$ cat src/rtl/irrigation_zone_scheduler.sv
// Round-robin irrigation valve scheduler with tank refill hysteresis and fill-timeout fault.
// Timers advance only on slow-clock tick pulses; every output is a flop.
module irrigation_zone_scheduler #(
  parameter int ZONES        = 4,
  parameter int LEVEL_W      = 3,
  parameter int LOW_LEVEL    = 1,
  parameter int HIGH_LEVEL   = 6,
  parameter int DWELL_TICKS  = 5,
  parameter int FILL_TIMEOUT = 20
) (
  input  logic                       clock,
  input  logic                       reset,
  input  logic                       tick,
  input  logic [LEVEL_W-1:0]         water_level,
  input  logic [ZONES-1:0]           zone_enable,
  input  logic [ZONES-1:0]           zone_mode,
  output logic [ZONES-1:0]           valve,
  output logic                       sprinkler,
  output logic                       dripper,
  output logic                       watering,
  output logic                       filling,
  output logic [$clog2(ZONES)-1:0]   active_zone,
  output logic                       fault,
  output logic [1:0]                 state
);

  localparam int ZW      = $clog2(ZONES);
  localparam int CNT_MAX = (DWELL_TICKS > FILL_TIMEOUT) ? DWELL_TICKS : FILL_TIMEOUT;
  localparam int CW      = (CNT_MAX > 1) ? $clog2(CNT_MAX) : 1;

  typedef enum logic [1:0] {
    IDLE  = 2'd0,
    WATER = 2'd1,
    FILL  = 2'd2,
    FAULT = 2'd3
  } state_t;

  state_t          state_q, state_d;
  logic [ZW-1:0]   zone_q, zone_d;
  logic [CW-1:0]   dwell_q, dwell_d;
  logic [CW-1:0]   fill_q, fill_d;
  logic [ZONES-1:0] valve_q, valve_d;
  logic            sprinkler_q, sprinkler_d;
  logic            dripper_q, dripper_d;
  logic            watering_q, watering_d;
  logic            filling_q, filling_d;
  logic            fault_q, fault_d;
  logic            level_low_s, level_high_s, dwell_done_s;
  logic [ZW:0]     pick_s;

  // First enabled zone searching from start (or the one after it), wrapping; MSB = found.
  function automatic logic [ZW:0] pick_zone(input logic [ZONES-1:0] en,
                                            input logic [ZW-1:0]    start,
                                            input logic             skip_start);
    logic [ZW:0] res;
    int          idx;
    res = '0;
    for (int i = ZONES - 1; i >= 0; i--) begin
      idx = (int'(start) + i + int'(skip_start)) % ZONES;
      if (en[ZW'(idx)]) begin
        res = {1'b1, ZW'(idx)};
      end else begin
        res = res;
      end
    end
    return res;
  endfunction

  // Next-state, counter and output decode.
  always_comb begin
    state_d      = state_q;
    zone_d       = zone_q;
    dwell_d      = dwell_q;
    fill_d       = fill_q;
    pick_s       = '0;
    level_low_s  = (water_level <= LEVEL_W'(LOW_LEVEL));
    level_high_s = (water_level >= LEVEL_W'(HIGH_LEVEL));
    dwell_done_s = tick && (dwell_q == CW'(DWELL_TICKS - 1));

    case (state_q)
      IDLE: begin
        if (level_low_s) begin
          state_d = FILL;
          fill_d  = '0;
        end else begin
          pick_s = pick_zone(zone_enable, zone_q, 1'b0);
          if (pick_s[ZW]) begin
            state_d = WATER;
            zone_d  = pick_s[ZW-1:0];
            dwell_d = '0;
          end else begin
            state_d = IDLE;
          end
        end
      end
      WATER: begin
        // Low level wins over expiry/disable; the zone restarts its full dwell afterwards.
        if (level_low_s) begin
          state_d = FILL;
          dwell_d = '0;
          fill_d  = '0;
        end else if (!zone_enable[zone_q] || dwell_done_s) begin
          pick_s  = pick_zone(zone_enable, zone_q, 1'b1);
          dwell_d = '0;
          if (pick_s[ZW]) begin
            zone_d = pick_s[ZW-1:0];
          end else begin
            state_d = IDLE;
          end
        end else if (tick) begin
          dwell_d = dwell_q + CW'(1);
        end else begin
          dwell_d = dwell_q;
        end
      end
      FILL: begin
        if (level_high_s) begin
          state_d = IDLE;
          fill_d  = '0;
        end else if (tick && (fill_q == CW'(FILL_TIMEOUT - 1))) begin
          state_d = FAULT;
        end else if (tick) begin
          fill_d = fill_q + CW'(1);
        end else begin
          fill_d = fill_q;
        end
      end
      FAULT: begin
        state_d = FAULT;
      end
      default: begin
        state_d = FAULT;
      end
    endcase

    watering_d  = (state_d == WATER);
    filling_d   = (state_d == FILL);
    fault_d     = (state_d == FAULT);
    valve_d     = watering_d ? (ZONES'(1) << zone_d) : '0;
    sprinkler_d = watering_d && zone_mode[zone_d];
    dripper_d   = watering_d && !zone_mode[zone_d];
  end

  // State, counters and registered outputs.
  always_ff @(posedge clock or posedge reset) begin
    if (reset) begin
      state_q     <= IDLE;
      zone_q      <= '0;
      dwell_q     <= '0;
      fill_q      <= '0;
      valve_q     <= '0;
      sprinkler_q <= 1'b0;
      dripper_q   <= 1'b0;
      watering_q  <= 1'b0;
      filling_q   <= 1'b0;
      fault_q     <= 1'b0;
    end else begin
      state_q     <= state_d;
      zone_q      <= zone_d;
      dwell_q     <= dwell_d;
      fill_q      <= fill_d;
      valve_q     <= valve_d;
      sprinkler_q <= sprinkler_d;
      dripper_q   <= dripper_d;
      watering_q  <= watering_d;
      filling_q   <= filling_d;
      fault_q     <= fault_d;
    end
  end

  assign valve       = valve_q;
  assign sprinkler   = sprinkler_q;
  assign dripper     = dripper_q;
  assign watering    = watering_q;
  assign filling     = filling_q;
  assign fault       = fault_q;
  assign active_zone = zone_q;
  assign state       = state_q;

endmodule

$ cat config.mk
export PLATFORM = sky130hd
export DESIGN_NAME = irrigation_zone_scheduler
export DESIGN_NICKNAME = d
export VERILOG_FILES = /design/src/rtl/irrigation_zone_scheduler.sv
export SDC_FILE = /design/constraint.sdc
export NUM_CORES = 1
export LEC_CHECK = 0
export CAP_MARGIN = 20
export CORE_UTILIZATION = 52
export CTS_CLUSTER_DIAMETER = 200
export DETAILED_ROUTE_END_ITERATION = 12
export GPL_TIMING_DRIVEN = 0
export PLACE_DENSITY = 0.91
export RECOVER_POWER = 25
export SLEW_MARGIN = 20
export SYNTH_ARGS = -nofsm -noshare
export SYNTH_HDL_FRONTEND = slang
export SYNTH_SLANG_ARGS = --single-unit
$ cat constraint.sdc
create_clock -name clock -period 2.5 [get_ports clock]
set_input_delay 0.25 -clock clock [delete_from_list [all_inputs] [get_ports clock]]
set_output_delay 0.25 -clock clock [all_outputs]
set_load 0.01 [all_outputs]
=== After elaboration in Yosys (flattened, before gate mapping) ===
Index checks and enable logic that the tools add are counted.

* Reduce and logical (&&, ||, !) cells: 13
* Bitwise logic cells: 0
* Shift operators: 1
* Magnitude comparators: 11
* Div/mod/pow operators: 0
* Eq/ne operators: 14
* Add/sub/neg operators: 8
* Multiplexer cells: 63
* $mul: 0

{| class="wikitable"
|+ Operators with widths
! operator !! number
|-
| 5-bit two-way mux || 9
|-
| 3-bit two-way mux || 13
|-
| 2-bit by 4-bit < comparator with 1-bit output (second input constant) || 7
|-
| 2-bit two-way mux || 11
|-
| 5-bit case mux with 2 select lines || 2
|-
| 1-bit two-way mux || 17
|-
| 1-bit binary-select mux with 2-bit select || 8
|-
| 5-bit by 1-bit adder with 5-bit output (second input constant) || 2
|-
| 2-bit == test (second input constant) || 4
|-
| 2-bit case mux with 4 select lines || 1
|-
| 4-bit AND reduction || 2
|-
| 2-bit by 1-bit adder with 2-bit output (second input constant) || 3
|-
| 2-bit adder (second input constant) || 3
|-
| 2-bit by 3-bit < comparator with 1-bit output (second input constant) || 2
|-
| 3-bit != test (second input constant) || 2
|-
| 5-bit by 3-bit == test with 1-bit output (second input constant) || 1
|-
| 5-bit == test (second input constant) || 1
|-
| 2-bit by 1-bit == test with 1-bit output (second input constant) || 2
|-
| 1-bit logical AND || 4
|-
| 4-bit two-way mux || 1
|-
| 2-bit != test (second input constant) || 2
|-
| 4-bit != test (second input constant) || 1
|-
| 2-bit case mux with 2 select lines || 1
|-
| 2-bit nonzero test || 2
|-
| 8 further kinds || 9
|}

* Logic and storage cells: 120
* Bits in read-only memories: 0
* Latch bits: 0
* Register bits: 23
* Output and inout port bits: 13
* Input port bits: 14
* Bits in writable memories: 0
* Memories kept: 0

=== Logic depth before layout (Yosys ltp) ===
Gate-level depths: netlist of the first run.

* Depth in word-level cells: 20
* Depth in mapped cells: 10

=== Least setup slack after synthesis of the first run ===
No wires, ideal clock.

* Path type: register to register
* From: register state_q[1] (netlist: state[1])
* To: register dripper_q (netlist: dripper)
* Period minus slack after synthesis: 2048 ps
* Arrival time: 1922 ps
* Stages on the path, launching flop included: 10
* Path buffers: 2
* Slack: 452 ps
* Data required time: 2374 ps
* Cell sequence: dfrtp_1 > clkbuf_1 > or3_1 > buf_6 > clkinv_8 > a211oi_2 > a41o_4 > o21ai_4 > a2bb2oi_1 > mux2i_1

* Longest elaborated chain between the ends: 6
* Elaborated cells on any way between the ends: 16
* Classes of those cells: eq/ne: 4; mux: 9; reduce/logical: 3

{| class="wikitable"
|+ RTL lines
! item !! RTL line !! RTL
|-
| from (decl) || 38 || <nowiki>state_t state_q, state_d;</nowiki>
|-
| from (signal assigned) || 158 || <nowiki>state_q <= state_d;</nowiki>
|-
| 2-bit two-way mux || 105 || <nowiki>if (pick_s[ZW]) begin</nowiki>
|-
| 2-bit two-way mux || 102 || <nowiki>end else if (!zone_enable[zone_q] || dwell_done_s) begin</nowiki>
|-
| 2-bit two-way mux || 98 || <nowiki>if (level_low_s) begin</nowiki>
|-
| 2-bit case mux with 4 select lines * || 80 || <nowiki>case (state_q)</nowiki>
|-
| 2-bit by 1-bit == test with 1-bit output * || 136 || <nowiki>watering_d = (state_d == WATER);</nowiki>
|-
| named net watering_d || 45 || <nowiki>logic watering_q, watering_d;</nowiki>
|-
| 1-bit logical AND * || 141 || <nowiki>dripper_d = watering_d && !zone_mode[zone_d];</nowiki>
|-
| named net dripper_d || 44 || <nowiki>logic dripper_q, dripper_d;</nowiki>
|-
| to (signal assigned) || 164 || <nowiki>dripper_q <= dripper_d;</nowiki>
|-
| to (decl) || 44 ||
|}

The timed path passes the listed nets; every way through them passes the cells marked *. The select of a mux whose other input is x is not followed.
A chain may end at the register's enable or synchronous reset.

=== Final worst setup path of the first run ===
* From: input port water_level[2]
* To: register valve_q[0] (netlist: valve[0])

* Longest elaborated chain between the ends: 5
* Elaborated cells on any way between the ends: 12
* Classes of those cells: order compare: 2; eq/ne: 1; shift: 1; mux: 8

{| class="wikitable"
|+ RTL lines
! item !! RTL line !! RTL
|-
| from (decl) || 14 || <nowiki>input logic [LEVEL_W-1:0] water_level,</nowiki>
|-
| 3-bit greater-or-equal comparator / 3-bit by 1-bit <= comparator with 1-bit output (equally long branches) || 77, 76 ||
|-
| 2-bit two-way mux, on equally long branches || 117, 82, 98 ||
|-
| 2-bit case mux with 4 select lines / 2-bit case mux with 2 select lines (equally long branches) || 80 ||
|-
| 2-bit by 1-bit == test with 1-bit output / 1-bit by 2-bit << shifter with 4-bit output (equally long branches) || 136, 139 ||
|-
| 4-bit two-way mux * || 139 || <nowiki>valve_d = watering_d ? (ZONES'(1) << zone_d) : '0;</nowiki>
|-
| named net valve_d[0] || 42 || <nowiki>logic [ZONES-1:0] valve_q, valve_d;</nowiki>
|-
| to (signal assigned) || 162 || <nowiki>valve_q <= valve_d;</nowiki>
|-
| to (decl) || 42 ||
|}

The timed path passes the listed nets; every way through them passes the cells marked *.

==> results.sh, run 1 <==
export IMPL_synth_commonest_cells="dfrtp_1, nor2_1, inv_1"
export IMPL_insertion_delay_ns=0.32
export IMPL_synth_cells=158
export IMPL_p_leak_nw=0.782
export IMPL_cts_max_level=1
export IMPL_end_kind="flop"
export IMPL_finalPower_mw=1.70
export IMPL_multi_input_area_um2=791
export IMPL_grt_pass1_vias=1285
export IMPL_status="completed"
export IMPL_grt_overflow=0
export IMPL_synth_area_per_cell_um2=9.46
export IMPL_async_reset_ff_share_pct=100
export IMPL_ff2ff_setup_slack_ns=0.32
export IMPL_synth_area_leader_cell="dfrtp_1"
export IMPL_cts_setup_buffers=0
export IMPL_crit_fanout=7
export IMPL_synth_nets=175
export IMPL_yosysSeqAreaShare_pct=38.5
export IMPL_clkTransAtPathRegs_ns=0.13
export IMPL_rows=19
export IMPL_io_buffer_count=23
export IMPL_synth_top_area_share_pct=38.5
export IMPL_drive_above_1_share_pct=11.9
export IMPL_min_path_type="in -> async"
export IMPL_viasPerCell=5.96
export IMPL_seqCellArea_um2=576
export IMPL_slew_viol_final=0
export IMPL_synthXorXnorAreaFrac_pct=2.93
export IMPL_clk_path_buf_depth=2
export IMPL_wl_per_cell_um=15.1
export IMPL_crit_required_ns=2.71
export IMPL_drt_iter0_drc=27
export IMPL_rr_worst_depth=8
export IMPL_synthAdderAreaFrac_pct=2.51
export IMPL_finalSetupTns_ns=0
export IMPL_yosys_warnings=0
export IMPL_syn2layout_area_growth_pct=19.8
export IMPL_cts_buffers=3
export IMPL_grt_max_degree=24
export IMPL_core_um2=2730
export IMPL_fin_nets=203
export IMPL_powerDensity_nw_per_um2=951
export IMPL_holdBufCountCts=0
export IMPL_postLayoutCellArea_um2=1790
export IMPL_fmax_ghz=0.445
export IMPL_antenna_cells=0
export IMPL_yosysUniqueCellTypes=56
export IMPL_hpwl_um=2510
export IMPL_die_height_um=55.6
export IMPL_drv_cap=0
export IMPL_worstMarginPinSlew_ns=0.871
export IMPL_gp_congestion=0.825
export IMPL_max_vdd_ir_drop_mv=0.775
export IMPL_grt_antenna_before_repair=0
export IMPL_chipWidth_um=55.6
export IMPL_synth_top_family_by_area="compound AO/OA/AOI/OAI gates"
export IMPL_skew_ns=0.00469
export IMPL_reg2reg_from="active_zone[1]$_DFF_PP0_"
export IMPL_antenna_left=0
export IMPL_grt_usage_pct=23.4
export IMPL_slew_headroom_pct=41.9
export IMPL_rr_endpoint="sprinkler$_DFF_PP0_"
export IMPL_cts_tree="done"
export IMPL_place_area_um2=1760
export IMPL_finalSetupViolCount=0
export IMPL_grt_pass1_wl_um=5710
export IMPL_dr_pass1_iters=5
export IMPL_path_class="in -> reg"
export IMPL_min_period_over_period_pct=89.8
export IMPL_vias=1288
export IMPL_muxShareOfSynthArea_pct=4.18
export IMPL_cts_sinks=23
export IMPL_io_pins=27
export IMPL_dieArea_um2=3090
export IMPL_ctsResizeCount=0
export IMPL_n_fill_cell=207
export IMPL_synth_edf_count=0
export IMPL_synthSimpleGateAreaFrac_pct=19.8
export IMPL_root_buffer="clkbuf_4"
export IMPL_fin_crit_ns=2.25
export IMPL_synth_compound_area_share_pct=23.4
export IMPL_rsz0062_at_grt="false"
export IMPL_drc=0
export IMPL_final_hold_viol_count=0
export IMPL_totalWireLength_um=3270
export IMPL_synthTopCellsByArea="dfrtp_1, nor2_1, inv_1"
export IMPL_start_util_pct=54.7
export IMPL_synthFlopType="dfrtp_1"
export IMPL_syn_area_um2=1500
export IMPL_ys_seq_elements=23
export IMPL_yosysMostFrequentCell="dfrtp_1"
export IMPL_worstPathArrival_ns=2.46
export IMPL_cp_start_kind="input port"
[through the flow]
step	hold WS [ns]	instances	utilization, %	worst slack, ns
floorplan	0.252	158	-	0.452
global placement	0.493	212	64.5	0.0450
detailed placement	0.513	212	64.5	0.0115
CTS	0.421	216	65.5	0.311
global route	0.553	216	65.5	0.146
finish	0.526	216	65.5	0.255
[cell type report]
cell class	count	area share, %
Multi-Input combinational cell	109	44.1
Sequential cell	23	32.1
Timing Repair Buffer	23	12.8
Inverter	19	4.68
Buffer	7	2.51
Tap cell	31	2.16
Clock buffer	3	1.26
Clock inverter	1	0.279
[kinds of logic after synthesis]
| family | count (synthesis) |
|---|---|
| mux | 5 |
| compound gates | 40 |
| fa+ha+maj | 3 |
| simple gates | 56 |
| flops | 23 |
| xor+xnor | 5 |
| buf+inv | 26 |
[how the worst max path moves through the flow]
stage / from / end / slack, ns / cells after the start
final: water_level[2] / valve[0]$_DFF_PP0_ / 0.25 / 8
after global routing: active_zone[1]$_DFF_PP0_ / sprinkler$_DFF_PP0_ / 0.15 / 8
after CTS: active_zone[1]$_DFF_PP0_ / dripper$_DFF_PP0_ / 0.31 / 8
after detailed placement: zone_enable[3] / dripper$_DFF_PP0_ / 0.01 / 10
after global placement: zone_enable[3] / sprinkler$_DFF_PP0_ / 0.04 / 10
after floorplan: state[1]$_DFF_PP0_ / dripper$_DFF_PP0_ / 0.45 / 9
[placed cells by master (no fill, tap or decap), drive strengths merged, types with 2 or more instances in the layout]
master / count
nor4: 3
nor2b: 3
nand2: 9
dfrtp: 23
xnor2: 2
nand2b: 2
or3: 3
a211oi: 2
dlygate4sd3: 2
clkbuf: 4
mux2i: 4
o21ai: 9
xor2: 3
ha: 3
o221ai: 2
nand4: 3
a2bb2oi: 5
inv: 18
buf: 6
nor3: 4
clkdlybuf4s50: 21
nor2: 21
o22ai: 2
clkinv: 2
a21oi: 4
[critical path: stages]
cell           delay (ns)
dlygate4sd3_1        0.59
nor2_1               0.39
nor2_1               0.20
o21ai_1              0.17
nor2_1               0.05
or3_1                0.40
a22o_4               0.27
nor2b_1              0.14
[power breakdown]
| group | leakage, nW | internal (mW) | switching [mW] |
|---|---|---|---|
| combinational | 0.461 | 0.448 | 0.531 |
| sequential | 0.304 | 0.470 | 0.0780 |
| clock | 0.0177 | 0.0599 | 0.117 |
| total | 0.782 | 0.978 | 0.726 |
[sequential cells by signal, summed over array words and instances (netlist names)]
signal and count:
dwell_q 5, filling 1, fault 1, watering 1
valve 4, fill_q 5, state 2, sprinkler 1
active_zone 2, dripper 1
[metal layers]
metal | part of all wire, % | up-vias | global-route usage (%)
li1 | - | 617 | -
met5 | 0 | - | 0
met3 | 3.8 | 12 | 4.42
met2 | 51 | 44 | 39.2
met1 | 42 | 615 | 28.5
met4 | 3.3 | 0 | 12.1
(Power assumes the default switching activity.)
==> run 2: changes to the inputs <==
- CTS_CLUSTER_SIZE: unset -> 40
- PLACE_DENSITY: 0.91 -> 0.87
==> results.sh, run 2 (synthesis results as in run 1) <==
export IMPL_grt_antenna_before_repair=0
export IMPL_core_um2=2730
export IMPL_postLayoutCellArea_um2=1790
export IMPL_wl_per_cell_um=15.2
export IMPL_final_core_util_pct=65.5
export IMPL_antenna_left=0
export IMPL_max_vdd_ir_drop_mv=0.700
export IMPL_cts_buffers=3
export IMPL_min_period_over_period_pct=88.6
export IMPL_clkTransAtPathRegs_ns=0.12
export IMPL_root_buffer="clkbuf_4"
export IMPL_slew_headroom_pct=42.7
export IMPL_final_hold_viol_count=0
export IMPL_cts_setup_buffers=0
export IMPL_grt_pass1_wl_um=5670
export IMPL_drive_above_1_share_pct=11.9
export IMPL_fmax_ghz=0.451
export IMPL_rsz0062_at_grt="false"
export IMPL_grt_pass1_vias=1308
export IMPL_grt_overflow=0
export IMPL_n_fill_cell=204
export IMPL_p_int_mw=0.978
export IMPL_final_common_cell="dfrtp_1"
export IMPL_crit_fanout=7
export IMPL_slowest_stage="clkdlybuf4s50_1"
export IMPL_rows=19
export IMPL_fin_crit_ns=2.22
export IMPL_path_class="in -> reg"
export IMPL_drt_iter0_drc=44
export IMPL_cts_tree="done"
export IMPL_reg2reg_from="state[1]$_DFF_PP0_"
export IMPL_min_path_type="reg -> reg"
export IMPL_dieArea_um2=3090
export IMPL_grt_max_degree=24
export IMPL_finalSetupViolCount=0
export IMPL_status="completed"
export IMPL_clockPowerShare_pct=10.0
export IMPL_seqCellArea_um2=576
export IMPL_die_height_um=55.6
export IMPL_p_leak_nw=0.782
export IMPL_antenna_cells=0
export IMPL_hp_start="fill_q[0]$_DFFE_PP0P_"
export IMPL_chipWidth_um=55.6
export IMPL_hpwl_um=2420
export IMPL_start_util_pct=54.7
export IMPL_gp_congestion=0.836
export IMPL_cts_max_level=1
export IMPL_io_pins=27
export IMPL_worstPathArrival_ns=2.42
export IMPL_vias=1316
export IMPL_final_cell_mix="dfrtp_1, clkdlybuf4s50_1, nor2_1, inv_1, nand2_1"
export IMPL_crit_required_ns=2.71
export IMPL_grt_usage_pct=23.0
export IMPL_place_area_um2=1760
export IMPL_worstMarginPinSlew_ns=0.858
export IMPL_syn2layout_area_growth_pct=19.8
export IMPL_switching_share_pct=42.1
export IMPL_cp_start_kind="input port"
export IMPL_multi_input_area_um2=791
export IMPL_io_buffer_count=23
export IMPL_slowest_delay_ns=0.63
export IMPL_startpoint="zone_enable[3]"
export IMPL_cts_sinks=23
export IMPL_viasPerCell=6.09
export IMPL_powerDensity_nw_per_um2=943
export IMPL_slew_viol_final=0
export IMPL_finalPower_mw=1.69
export IMPL_skew_ns=0.00408
export IMPL_fin_nets=203
export IMPL_p_comb_share_pct=57.7
export IMPL_hold_slack_ns=0.518
export IMPL_holdBufCountCts=0
export IMPL_dr_pass1_iters=4
export IMPL_power_frac_seq_pct=32.3
export IMPL_end_kind="flop"
export IMPL_totalWireLength_um=3280
export IMPL_p_sw_mw=0.711
export IMPL_clk_path_buf_depth=2
export IMPL_drc=0
export IMPL_worstPathCellList="clkdlybuf4s50_1 > nor4_2 > or3_1 > buf_6 > clkinv_8 > a211oi_2 > a41o_4 > o21ai_4 > a2bb2oi_1 > mux2i_1"
export IMPL_insertion_delay_ns=0.31
export IMPL_drv_cap=0
export IMPL_ctsResizeCount=0
[run 2: worst max-delay path: cells and delay by family]
kind | cells | cell delay (ns)
AO/OA/AOI/OAI | 4 | 0.76
buffers and inverters | 3 | 0.86
multiplexers | 1 | 0.09
AND/OR/NAND/NOR | 2 | 0.48
[run 2: cell type report]
cell class,count,share of cell area [%]
Multi-Input combinational cell,109,44.1
Sequential cell,23,32.1
Timing Repair Buffer,23,12.8
Inverter,19,4.68
Buffer,7,2.51
Tap cell,31,2.16
Clock buffer,3,1.26
Clock inverter,1,0.279
[run 2: routing by layer]
layer | track usage, % | vias to the layer above | routed length, um
li1 | - | 622 | -
met1 | 26.5 | 642 | 1370
met2 | 41.5 | 45 | 1670
met3 | 7.21 | 7 | 202
met4 | 5.00 | 0 | 35
met5 | 0 | - | 0
[run 2: power by group through the flow]
stage	clock network [mW]	registers, mW	logic (mW)
finish	0.169	0.546	0.974
floorplan	0	0.578	0.635
CTS	0.175	0.546	0.972
detailed placement	0	0.553	0.966
global placement	0	0.546	0.937
global route	0.195	0.555	1.06
[run 2: path summary, 6_finish.rpt]
path,end,slack [ns],depth (start not counted)
max,dripper$_DFF_PP0_,0.28,10
min,fill_q[0]$_DFFE_PP0P_,0.52,1
max reg2reg,dripper$_DFF_PP0_,0.29,9
max in group asynchronous,dwell_q[2]$_DFFE_PP0P_,1.44,2
min reg2reg,fill_q[0]$_DFFE_PP0P_,0.52,1
min in group asynchronous,fault$_DFF_PP0_,0.54,2
[run 2: stage by stage]
stage	TNS (ns)	setup WS, ns	cells
after floorplan	0	0.452	158
after global placement	0	0.0375	212
after detailed placement	-0.00463	-0.00463	212
after CTS	0	0.298	216
after global routing	0	0.141	216
final	0	0.285	216
==> run 3: changes to the inputs <==
- CELL_PAD_IN_SITES_DETAIL_PLACEMENT: unset -> 2
- CELL_PAD_IN_SITES_GLOBAL_PLACEMENT: unset -> 2
- CORE_UTILIZATION: 52 -> 32
==> results.sh, run 3 (synthesis results as in run 1) <==
export IMPL_status="completed"
export IMPL_rows=24
export IMPL_crit_family="compound AO/OA/AOI/OAI gates"
export IMPL_antenna_cells=0
export IMPL_p_sw_mw=0.795
export IMPL_drc=0
export IMPL_path_class="reg -> reg"
export IMPL_ctsResizeCount=0
export IMPL_powerDensity_nw_per_um2=995
export IMPL_whs_path_depth=1
export IMPL_min_period_over_period_pct=93.4
export IMPL_wl_per_cell_um=18.4
export IMPL_grt_usage_pct=19.5
export IMPL_holdBufCountCts=0
export IMPL_switching_share_pct=43.5
export IMPL_grt_pass1_vias=1481
export IMPL_fmax_ghz=0.428
export IMPL_finalSetupViolCount=0
export IMPL_grt_overflow=0
export IMPL_slew_headroom_pct=39.9
export IMPL_final_cell_mix="dfrtp_1, clkdlybuf4s50_1, nor2_1, inv_1, nand2_1"
export IMPL_die_height_um=70.4
export IMPL_grt_max_degree=24
export IMPL_fin_nets=203
export IMPL_io_pins=27
export IMPL_p_comb_share_pct=56.0
export IMPL_cp_start_kind="flop"
export IMPL_core_um2=4410
export IMPL_dieArea_um2=4950
export IMPL_dp_worst_setup_slack_ns=-0.0912
export IMPL_postLayoutCellArea_um2=1840
export IMPL_seqCellArea_um2=576
export IMPL_start_util_pct=33.9
export IMPL_drv_cap=0
export IMPL_place_area_um2=1790
export IMPL_cts_sinks=23
export IMPL_finalPower_mw=1.83
export IMPL_chipWidth_um=70.4
export IMPL_worstMarginPinSlew_ns=0.901
export IMPL_antenna_left=0
export IMPL_drt_iter0_drc=29
export IMPL_dr_pass1_iters=4
export IMPL_p_leak_nw=0.789
export IMPL_slowest_delay_ns=0.58
export IMPL_io_buffer_count=23
export IMPL_grt_pass1_wl_um=7560
export IMPL_syn2layout_area_growth_pct=22.8
export IMPL_max_vdd_ir_drop_mv=0.458
export IMPL_gp_congestion=0.779
export IMPL_crit_fanout=10
export IMPL_insertion_delay_ns=0.28
export IMPL_cts_buffers=3
export IMPL_cts_max_level=1
export IMPL_worstPathCellList="buf_2 > mux4_2 > o21ai_2 > a211o_1 > o31ai_2 > o21ai_4 > a2bb2oi_1 > mux2i_1"
export IMPL_hpwl_um=3460
export IMPL_crit_buf_inv=1
export IMPL_clk_path_buf_depth=2
export IMPL_power_frac_seq_pct=30.5
export IMPL_cts_setup_buffers=0
export IMPL_n_fill_cell=485
export IMPL_slew_viol_final=0
export IMPL_stdcell_count=237
export IMPL_final_hold_viol_count=0
export IMPL_numPlacedInstances=233
export IMPL_clkTransAtPathRegs_ns=0.09
export IMPL_p_int_mw=1.03
export IMPL_slowest_stage="mux4_2"
export IMPL_grt_antenna_before_repair=0
export IMPL_drive_above_1_share_pct=11.9
export IMPL_fin_ws_ns=0.166
export IMPL_skew_ns=0.00269
export IMPL_cts_tree="done"
export IMPL_fin_crit_ns=2.33
export IMPL_cp_num_cells=8
export IMPL_worstPathArrival_ns=2.50
export IMPL_multi_input_area_um2=791
export IMPL_final_core_util_pct=41.6
export IMPL_clockPowerShare_pct=13.6
export IMPL_end_kind="flop"
export IMPL_rr_worst_depth=8
export IMPL_root_buffer="clkbuf_8"
export IMPL_rsz0062_at_grt="false"
export IMPL_min_path_type="reg -> reg"
export IMPL_totalWireLength_um=4360
export IMPL_viasPerCell=5.52
export IMPL_final_common_cell="dfrtp_1"
export IMPL_crit_required_ns=2.66
export IMPL_vias=1309
==> run 3: worst register-to-register path, delay by kind of cell, from the launching register on <==
family	cells	cell delay, ns
compound gates	5	0.94
mux	2	0.67
flops	1	0.35
buf+inv	1	0.26
==> run 3: metrics by stage <==
stage                     hold slack (ns)  setup TNS (ns)
after floorplan                     0.252               0
after global placement              0.493               0
after detailed placement            0.513          -0.200
after CTS                           0.517               0
after global routing                0.541               0
final                               0.514               0
==> run 3: layout make-up <==
cell class	instances	area share [%]
multi-input cells	109	43.1
flip-flops and latches	23	31.3
repair buffers	23	12.5
inverters	19	4.56
well taps	52	3.54
plain buffers	7	2.45
clock buffers	3	2.25
clock inverters	1	0.272
==> run 3: final timing paths <==
check                                    startpoint                      to  slack, ns
min in group asynchronous                     reset      valve[3]$_DFF_PP0_       0.62
max reg2reg                active_zone[1]$_DFF_PP0_     sprinkler$_DFF_PP0_       0.17
min                           fill_q[0]$_DFFE_PP0P_   fill_q[0]$_DFFE_PP0P_       0.51
max in group asynchronous                     reset  dwell_q[2]$_DFFE_PP0P_       1.34
min reg2reg                   fill_q[0]$_DFFE_PP0P_   fill_q[0]$_DFFE_PP0P_       0.51
max                        active_zone[1]$_DFF_PP0_     sprinkler$_DFF_PP0_       0.17
==> run 3: power groups by stage <==
stage	registers, mW	logic, mW	clock network (mW)
final	0.557	1.02	0.248
after global routing	0.570	1.12	0.262
after CTS	0.558	1.04	0.253
after detailed placement	0.566	1.03	0
after global placement	0.551	0.961	0
after floorplan	0.578	0.635	0
==> run 3: routing by layer <==
layer | track usage [%] | routed length (um)
met1 | 22.9 | 1870
met4 | 4.00 | 34
met2 | 36.7 | 2370
met5 | 0 | 0
met3 | 3.17 | 97
